[config.mk]
export PLATFORM = sky130hd
export DESIGN_NAME = rgb888_word_packer
export DESIGN_NICKNAME = d
export VERILOG_FILES = /design/src/rtl/rgb888_word_packer.sv
export SDC_FILE = /design/constraint.sdc
export NUM_CORES = 1
export LEC_CHECK = 0
export BUFFER_PORTS_ARGS = -buffer_cell sky130_fd_sc_hd__buf_4
export CORE_MARGIN = 2
export CORE_UTILIZATION = 50
export CTS_BUF_LIST = sky130_fd_sc_hd__clkbuf_2
export CTS_CLUSTER_DIAMETER = 50
export DETAILED_ROUTE_END_ITERATION = 8
export PLACE_DENSITY_LB_ADDON = 0.1
export SLEW_MARGIN = 25
export SYNTH_ARGS = -nofsm -noshare
export SYNTH_HDL_FRONTEND = slang
export SYNTH_SLANG_ARGS = --single-unit
export TNS_END_PERCENT = 30
[constraint.sdc]
create_clock -name wclk -period 3.5 [get_ports wclk]
set_input_delay 0.175 -clock wclk [delete_from_list [all_inputs] [get_ports wclk]]
set_output_delay 0.175 -clock wclk [all_outputs]
set_load 0.01 [all_outputs]
[src/rtl/rgb888_word_packer.sv]
// Write-side packer for the MIPI TX line buffer: packs RGB888 pixels into
// little-endian 32-bit FIFO words, enforces line length and flushes short lines.
module rgb888_word_packer #(
    parameter int PIX_PER_LINE = 1080
) (
    input  logic        wclk,
    input  logic        wrst_n,
    input  logic        pix_valid,
    input  logic [23:0] pix_data,
    input  logic        line_start,
    output logic        pix_ready,
    input  logic        fifo_wfull,
    output logic [31:0] fifo_wdata,
    output logic        fifo_wen,
    output logic        line_done,
    output logic        err_short,
    output logic        err_long,
    input  logic        err_clr
);

    localparam int WORDS_PER_LINE = PIX_PER_LINE * 3 / 4;
    localparam int WCNT_W         = $clog2(WORDS_PER_LINE + 1);

    localparam logic [10:0]       PIX_FULL  = 11'(PIX_PER_LINE);
    localparam logic [10:0]       PIX_LAST  = 11'(PIX_PER_LINE - 1);
    localparam logic [WCNT_W-1:0] WORD_LAST = WCNT_W'(WORDS_PER_LINE - 1);

    typedef enum logic [1:0] {
        S_IDLE,
        S_ACTIVE,
        S_DONE
    } state_t;

    // Word written when the pixel at phase ph is combined with the residue.
    function automatic logic [31:0] pack_word(input logic [1:0] ph, input logic [23:0] px,
                                              input logic [23:0] r);
        case (ph)
            2'd1:    pack_word = {px[7:0], r[23:0]};
            2'd2:    pack_word = {px[15:0], r[15:0]};
            2'd3:    pack_word = {px[23:0], r[7:0]};
            default: pack_word = 32'h0;
        endcase
    endfunction

    function automatic logic [23:0] next_res(input logic [1:0] ph, input logic [23:0] px,
                                             input logic [23:0] r);
        case (ph)
            2'd0:    next_res = px;
            2'd1:    next_res = {r[23:16], px[23:8]};
            2'd2:    next_res = {r[23:8], px[23:16]};
            default: next_res = r;
        endcase
    endfunction

    // Residue left over at phase ph, zero-padded in the upper bytes.
    function automatic logic [31:0] flush_word(input logic [1:0] ph, input logic [23:0] r);
        case (ph)
            2'd1:    flush_word = {8'h0, r[23:0]};
            2'd2:    flush_word = {16'h0, r[15:0]};
            2'd3:    flush_word = {24'h0, r[7:0]};
            default: flush_word = 32'h0;
        endcase
    endfunction

    state_t            state_q, state_d;
    logic [1:0]        phase_q, phase_d;
    logic [23:0]       res_q, res_d;
    logic [10:0]       pix_cnt_q, pix_cnt_d;
    logic [WCNT_W-1:0] word_cnt_q, word_cnt_d;
    logic [31:0]       wdata_q, wdata_d;
    logic              wen_q, wen_d;
    logic              line_done_q, line_done_d;
    logic              err_short_q, err_short_d;
    logic              err_long_q, err_long_d;
    logic              acc;
    logic              set_short;
    logic              set_long;

    assign pix_ready = ~fifo_wfull;
    assign acc       = pix_valid & pix_ready;

    always_comb begin
        state_d     = state_q;
        phase_d     = phase_q;
        res_d       = res_q;
        pix_cnt_d   = pix_cnt_q;
        word_cnt_d  = word_cnt_q;
        wdata_d     = wdata_q;
        wen_d       = 1'b0;
        line_done_d = 1'b0;
        set_short   = 1'b0;
        set_long    = 1'b0;

        if (acc) begin
            if (line_start) begin
                if (state_q == S_ACTIVE && pix_cnt_q != 11'd0 && pix_cnt_q != PIX_FULL) begin
                    set_short = 1'b1;
                    if (phase_q != 2'd0) begin
                        wen_d   = 1'b1;
                        wdata_d = flush_word(phase_q, res_q);
                    end
                end
                // The line_start pixel itself is pixel 0 of the new line.
                state_d    = S_ACTIVE;
                res_d      = pix_data;
                phase_d    = 2'd1;
                pix_cnt_d  = 11'd1;
                word_cnt_d = '0;
            end else if (state_q == S_ACTIVE) begin
                res_d     = next_res(phase_q, pix_data, res_q);
                phase_d   = phase_q + 2'd1;
                pix_cnt_d = pix_cnt_q + 11'd1;
                if (phase_q != 2'd0) begin
                    wen_d       = 1'b1;
                    wdata_d     = pack_word(phase_q, pix_data, res_q);
                    word_cnt_d  = word_cnt_q + 1'b1;
                    line_done_d = (word_cnt_q == WORD_LAST);
                end
                if (pix_cnt_q == PIX_LAST) begin
                    state_d = S_DONE;
                end
            end else if (state_q == S_DONE) begin
                set_long = 1'b1;
            end
        end

        err_short_d = err_clr ? 1'b0 : (err_short_q | set_short);
        err_long_d  = err_clr ? 1'b0 : (err_long_q | set_long);
    end

    always_ff @(posedge wclk or negedge wrst_n) begin
        if (!wrst_n) begin
            state_q     <= S_IDLE;
            phase_q     <= 2'd0;
            res_q       <= 24'h0;
            pix_cnt_q   <= 11'd0;
            word_cnt_q  <= '0;
            wdata_q     <= 32'h0;
            wen_q       <= 1'b0;
            line_done_q <= 1'b0;
            err_short_q <= 1'b0;
            err_long_q  <= 1'b0;
        end else begin
            state_q     <= state_d;
            phase_q     <= phase_d;
            res_q       <= res_d;
            pix_cnt_q   <= pix_cnt_d;
            word_cnt_q  <= word_cnt_d;
            wdata_q     <= wdata_d;
            wen_q       <= wen_d;
            line_done_q <= line_done_d;
            err_short_q <= err_short_d;
            err_long_q  <= err_long_d;
        end
    end

    assign fifo_wdata = wdata_q;
    assign fifo_wen   = wen_q;
    assign line_done  = line_done_q;
    assign err_short  = err_short_q;
    assign err_long   = err_long_q;

endmodule

==> impl_metrics.tcl, run 1 <==
set metrics [dict create \
    yosysTopAreaCell "dfrtp_1" \
    root_buffer "clkbuf_2" \
    holdWs_ns 0.0489 \
    finalHoldViolations 0 \
    p_leak_nw 2.58 \
    cts_buffers 9 \
    drt-initial-drc-count 276 \
    cts_setup_buffers 0 \
    grt_overflow 0 \
    via_per_inst 5.85 \
    setup_viol 0 \
    critPathRequiredTime_ns 3.94 \
    vdd_drop_max_mv 0.270 \
    ys.flop_type "dfrtp_1" \
    ios 67 \
    cts-resized-gates 0 \
    cp.arrival_ns 2.98 \
    grt_pass1_vias 3587 \
    status "finished clean" \
    cts_tree "built" \
    synth.net_count 479 \
    rsz0062_at_grt "no" \
    crit_chain "or4_4 -> a2111oi_4 -> a211o_2 -> buf_12 -> mux2_4" \
    yosys.area.top_type_share 0.480 \
    ant_nets 0 \
    fp.coreArea_um2 8680 \
    hold_class "in2reg" \
    ctsHtreeMaxLevel 3 \
    synth_warnings 0 \
    antenna_cells 0 \
    critical-path-top-delay-family "compound AO/OA/AOI/OAI gates" \
    synth.most_common_cell "dfrtp_1" \
    yosysUniqueCellTypes 49 \
    initial_core_util 0.511 \
    fin_crit_sh 0.724 \
    final_cells 634 \
    clk_pin_slew_ns 0.24 \
    die_y_um 98.2 \
    relSlewSlack 0.480 \
    cpPeakStageDelay_ns 0.55 \
    avgRoutedWirePerCell_um 17.6 \
    dp_hpwl_um 7290 \
    yosysSeqAreaShare 0.480 \
    netlist_area_um2 4440 \
    grt_max_degree 86 \
    pre_cts_ws_ns 0.967 \
    slew_viol_final 0 \
    drc_errors 0 \
    r2r_start "pix_cnt_q[3]" \
    max_freq_mhz 395 \
    hold_start "line_start" \
    syn_area_per_cell_um2 10.1 \
    core.rowCount 34 \
    endpoint_kind "register" \
    critPathLaunchType "register" \
    dieArea_um2 9640 \
    ys_async_sr_fraction 1.00 \
    place.gp.congestion 0.833 \
    ys_top_cells_by_count "85 x dfrtp_1, 52 x nor2_1, 44 x nand2_1" \
    num-nets-final 559 \
    cp_max_fo 21 \
    layout-drive-gt1-share 0.230 \
    postCtsHoldBufs 26 \
    worst_slack_ns 0.967 \
    antenna_found_initial 0 \
    cp.buffers_inverters 1 \
    clk_latency_ns 0.55 \
    tns_ns 0 \
    skew_ns 0.0259 \
    drt_first_pass_iters 6 \
    synth_area_leaders "dfrtp_1 48%, mux2_4 6.8%, nor2_1 4.4%, nand2_1 3.7%, a222oi_1 3.6%" \
    post-place-cells 592 \
    clock_path_buffers 2 \
    worst_path_max_delay_cell "or4_4" \
    synth_cells 441 \
    routed_wl_um 11100 \
    setup.worst_path.start "pix_cnt_q[3]" \
    worstMarginPinSlew_ns 0.780 \
    grt_pass1_wl_um 18300 \
    maxCapViolCount 0 \
    vias 3706 \
    synth_edf_count 0 \
    ys_seq_elements 85 \
    track_usage 0.237 \
    fp.dieW_um 98.2 \
    critPathKind "reg2reg" \
    power.total_w 0.00356 \
    io_buffers 66 \
    finalCriticalPeriod_ns 2.53 \
    area_growth_pct 21.5 \
    numClockSinks 85 \
    power_density_nw_per_um2 661 \
]
[worst reg2reg max path, cell delays in order, from the launching register on]
cell and delay [ns]:
dfrtp_1 0.51, or4_4 0.55, a2111oi_4 0.37, a211o_2 0.45, buf_12 0.24, mux2_4 0.32
[routing by layer]
metal | global-route usage | vias to the layer above | share of wire | wire (um)
met1 | 0.323 | 1809 | 0.44 | 4910
met3 | 0.0444 | 20 | 0.052 | 576
met2 | 0.379 | 126 | 0.48 | 5360
li1 | - | 1751 | - | -
met4 | 0.0885 | 0 | 0.025 | 277
met5 | 0 | - | 0 | 0
[state kept, by name, indices dropped and copies added, names as in the netlist]
register	cells
phase_q	2
line_done	1
fifo_wdata	32
err_short	1
pix_cnt_q	11
res_q	24
state_q	2
fifo_wen	1
word_cnt_q	10
err_long	1
[through the flow]
stage,instance area [um^2],util
finish,5390,0.621
global placement,4980,0.574
CTS,5390,0.621
floorplan,4440,-
global route,5390,0.621
detailed placement,4990,0.575
[power breakdown]
part / internal (W) / total [W] / switching, W
registers: 0.00130 / 0.00152 / 0.000218
clock network: 0.000242 / 0.000601 / 0.000359
logic: 0.000751 / 0.00144 / 0.000689
total: 0.00229 / 0.00356 / 0.00127
[placed cells by master (no fill, tap or decap), types with 7 or more instances in the layout]
cell type / n
clkbuf_2: 9
a21oi_1: 31
mux2_4: 20
buf_4: 74
nor2_1: 52
o21ai_0: 26
a22oi_1: 8
dfrtp_1: 85
a22o_1: 9
dlygate4sd3_1: 26
nor2b_1: 12
ha_1: 8
a222oi_1: 16
inv_1: 10
xor2_1: 7
nor4_1: 9
a21o_1: 9
nand2_1: 44
[final timing paths]
kind / endpoint / slack (ns) / cells after the start
min in group asynchronous: fifo_wdata[22] / 0.20 / 2
max in group asynchronous: err_long / 2.75 / 2
worst min-delay path: word_cnt_q[0] / 0.05 / 2
worst max register to register: fifo_wdata[10] / 0.97 / 5
worst min register to register: res_q[6] / 0.51 / 2
worst max-delay path: fifo_wdata[10] / 0.97 / 5
[cells by family (layout without fill, tap and decap cells)]
kind of cell,after synthesis,in the layout,share of synthesized area
compound gates,115,115,0.180
simple gates,153,153,0.168
buf+inv,43,128,0.0471
mux,24,24,0.0779
xor+xnor,13,13,0.0257
fa+ha+maj,8,8,0.0226
flops,85,85,0.480
[final cells by class]
class	instances	area, um^2
fill	736	3290
clock inverter	7	96.3
inverter	10	37.5
timing repair buffer	102	847
sequential	85	2130
clock buffer	9	45.0
tap	108	135
multi-input combinational	313	2100
No activity file was read; power rests on OpenSTA's default activity.
==> run 2: changes to the inputs <==
Clock period 3.5 ns to 2.55 ns, I/O delays scaled along.
==> run 2 against run 1 <==
Compared with the run above:
- the flow now finishes with violations (design-rule violations)
- power rose by 40%
- sequential cell count did not move
- die area did not move
- largest cell class unchanged
- highest routed layer unchanged
==> impl_metrics.tcl, run 2 (synthesis results as in run 1) <==
set metrics [dict create \
    critPathRequiredTime_ns 3.06 \
    clk_pin_slew_ns 0.26 \
    fillers 730 \
    fp.dieW_um 98.2 \
    critical-path-top-delay-family "buffers and inverters" \
    drt_first_pass_iters 9 \
    track_usage 0.240 \
    cp_max_fo 22 \
    critPathLaunchType "register" \
    tns_ns 0 \
    die_y_um 98.2 \
    postCtsHoldBufs 29 \
    drt-initial-drc-count 341 \
    antenna_cells 0 \
    max_freq_mhz 429 \
    cts_tree "built" \
    final_common_cell "dfrtp_1" \
    p_leak_nw 2.64 \
    numClockSinks 85 \
    critPathKind "reg2reg" \
    dieArea_um2 9640 \
    ctsHtreeMaxLevel 3 \
    grt_max_degree 47 \
    dp_hpwl_um 7740 \
    vdd_drop_max_mv 0.491 \
    via_per_inst 5.85 \
    core.rowCount 34 \
    cts_buffers 9 \
    fin_crit_sh 0.915 \
    clock_path_buffers 2 \
    place.gp.congestion 0.825 \
    cpPeakStageDelay_ns 0.56 \
    cp.buffers_inverters 3 \
    status "complete, but fails checks" \
    grt_pass1_vias 3725 \
    endpoint_kind "register" \
    avgRoutedWirePerCell_um 17.3 \
    vias 3788 \
    worstMarginPinSlew_ns 0.751 \
    drc_errors 7 \
    finalHoldViolations 0 \
    pre_cts_ws_ns 0.264 \
    ios 67 \
    ant_nets 0 \
    clk_latency_ns 0.56 \
    io_buffers 66 \
    worst_slack_ns 0.217 \
    cp.arrival_ns 2.84 \
    num-nets-final 572 \
    crit_chain "inv_1 -> ha_1 -> buf_4 -> a22oi_1 -> nor2_1 -> a21oi_1 -> dlygate4sd3_1 -> o21ai_0" \
    cts-resized-gates 0 \
    relSlewSlack 0.497 \
    area_growth_pct 24.3 \
    setup_viol 0 \
    hold_class "in2async" \
    initial_core_util 0.511 \
    root_buffer "clkbuf_2" \
    worst_path_max_delay_cell "dlygate4sd3_1" \
    routed_wl_um 11200 \
    violations "design-rule violations" \
    layout_common_cells "85 x dfrtp_1, 83 x buf_4, 52 x nor2_1" \
    slew_viol_final 0 \
    antenna_found_initial 0 \
    power_density_nw_per_um2 903 \
    largest_reg_flops 32 \
    fp.coreArea_um2 8680 \
    skew_ns 0.0223 \
    setup.worst_path.start "phase_q[1]" \
    maxCapViolCount 0 \
    grt_pass1_wl_um 18400 \
    finalCriticalPeriod_ns 2.33 \
    layout-drive-gt1-share 0.245 \
    r2r_start "phase_q[1]" \
    cts_setup_buffers 0 \
    rsz0062_at_grt "no" \
    grt_overflow 0 \
]
run 2: worst reg2reg max path: stages (launching register included):
cell and delay [ns]:
dfrtp_1 0.47, inv_1 0.09, ha_1 0.46, buf_4 0.34, a22oi_1 0.10, nor2_1 0.10, a21oi_1 0.05, dlygate4sd3_1 0.56
o21ai_0 0.14
run 2: routing by layer:
metal  vias up  GRT usage  wire length (um)
li1       1776          -                 -
met1      1837      0.311              4830
met2       143      0.402              5450
met3        32     0.0401               579
met4         0     0.0991               314
met5         -          0                 0
run 2: final cells by class:
type / count / area (um^2) / share of cell area
Tap cell: 108 / 135 / 0.0245
Inverter: 10 / 37.5 / 0.00681
Sequential cell: 85 / 2130 / 0.386
Clock buffer: 9 / 45.0 / 0.00817
Multi-Input combinational cell: 313 / 2100 / 0.381
Timing Repair Buffer: 115 / 961 / 0.174
Clock inverter: 7 / 106 / 0.0193
run 2: worst paths after layout:
| kind | depth (start not counted) | end | slack, ns |
|---|---|---|---|
| worst max-delay path | 8 | res_q[2] | 0.22 |
| worst min-delay path | 2 | fifo_wdata[18] | 0.05 |
| worst max register to register | 8 | res_q[2] | 0.22 |
| worst min register to register | 1 | fifo_wdata[31] | 0.51 |
| max in group asynchronous | 3 | fifo_wdata[29] | 1.86 |
| min in group wclk | 4 | line_done | 0.10 |
run 2: power by group:
part / internal, W / switching (W) / leakage (nW)
Combinational: 0.00108 / 0.000962 / 1.45
Clock: 0.000341 / 0.000507 / 0.0826
Sequential: 0.00179 / 0.000304 / 1.10
run 2: per-stage QoR:
stage	power, W	cells	utilization	hold slack [ns]	instance area [um^2]
floorplan	0.00332	441	-	-0.168	4440
global placement	0.00406	601	0.583	0.135	5060
detailed placement	0.00413	601	0.584	0.141	5070
CTS	0.00502	646	0.635	0.0356	5510
global route	0.00531	647	0.636	0.0702	5520
finish	0.00498	647	0.636	0.0533	5520
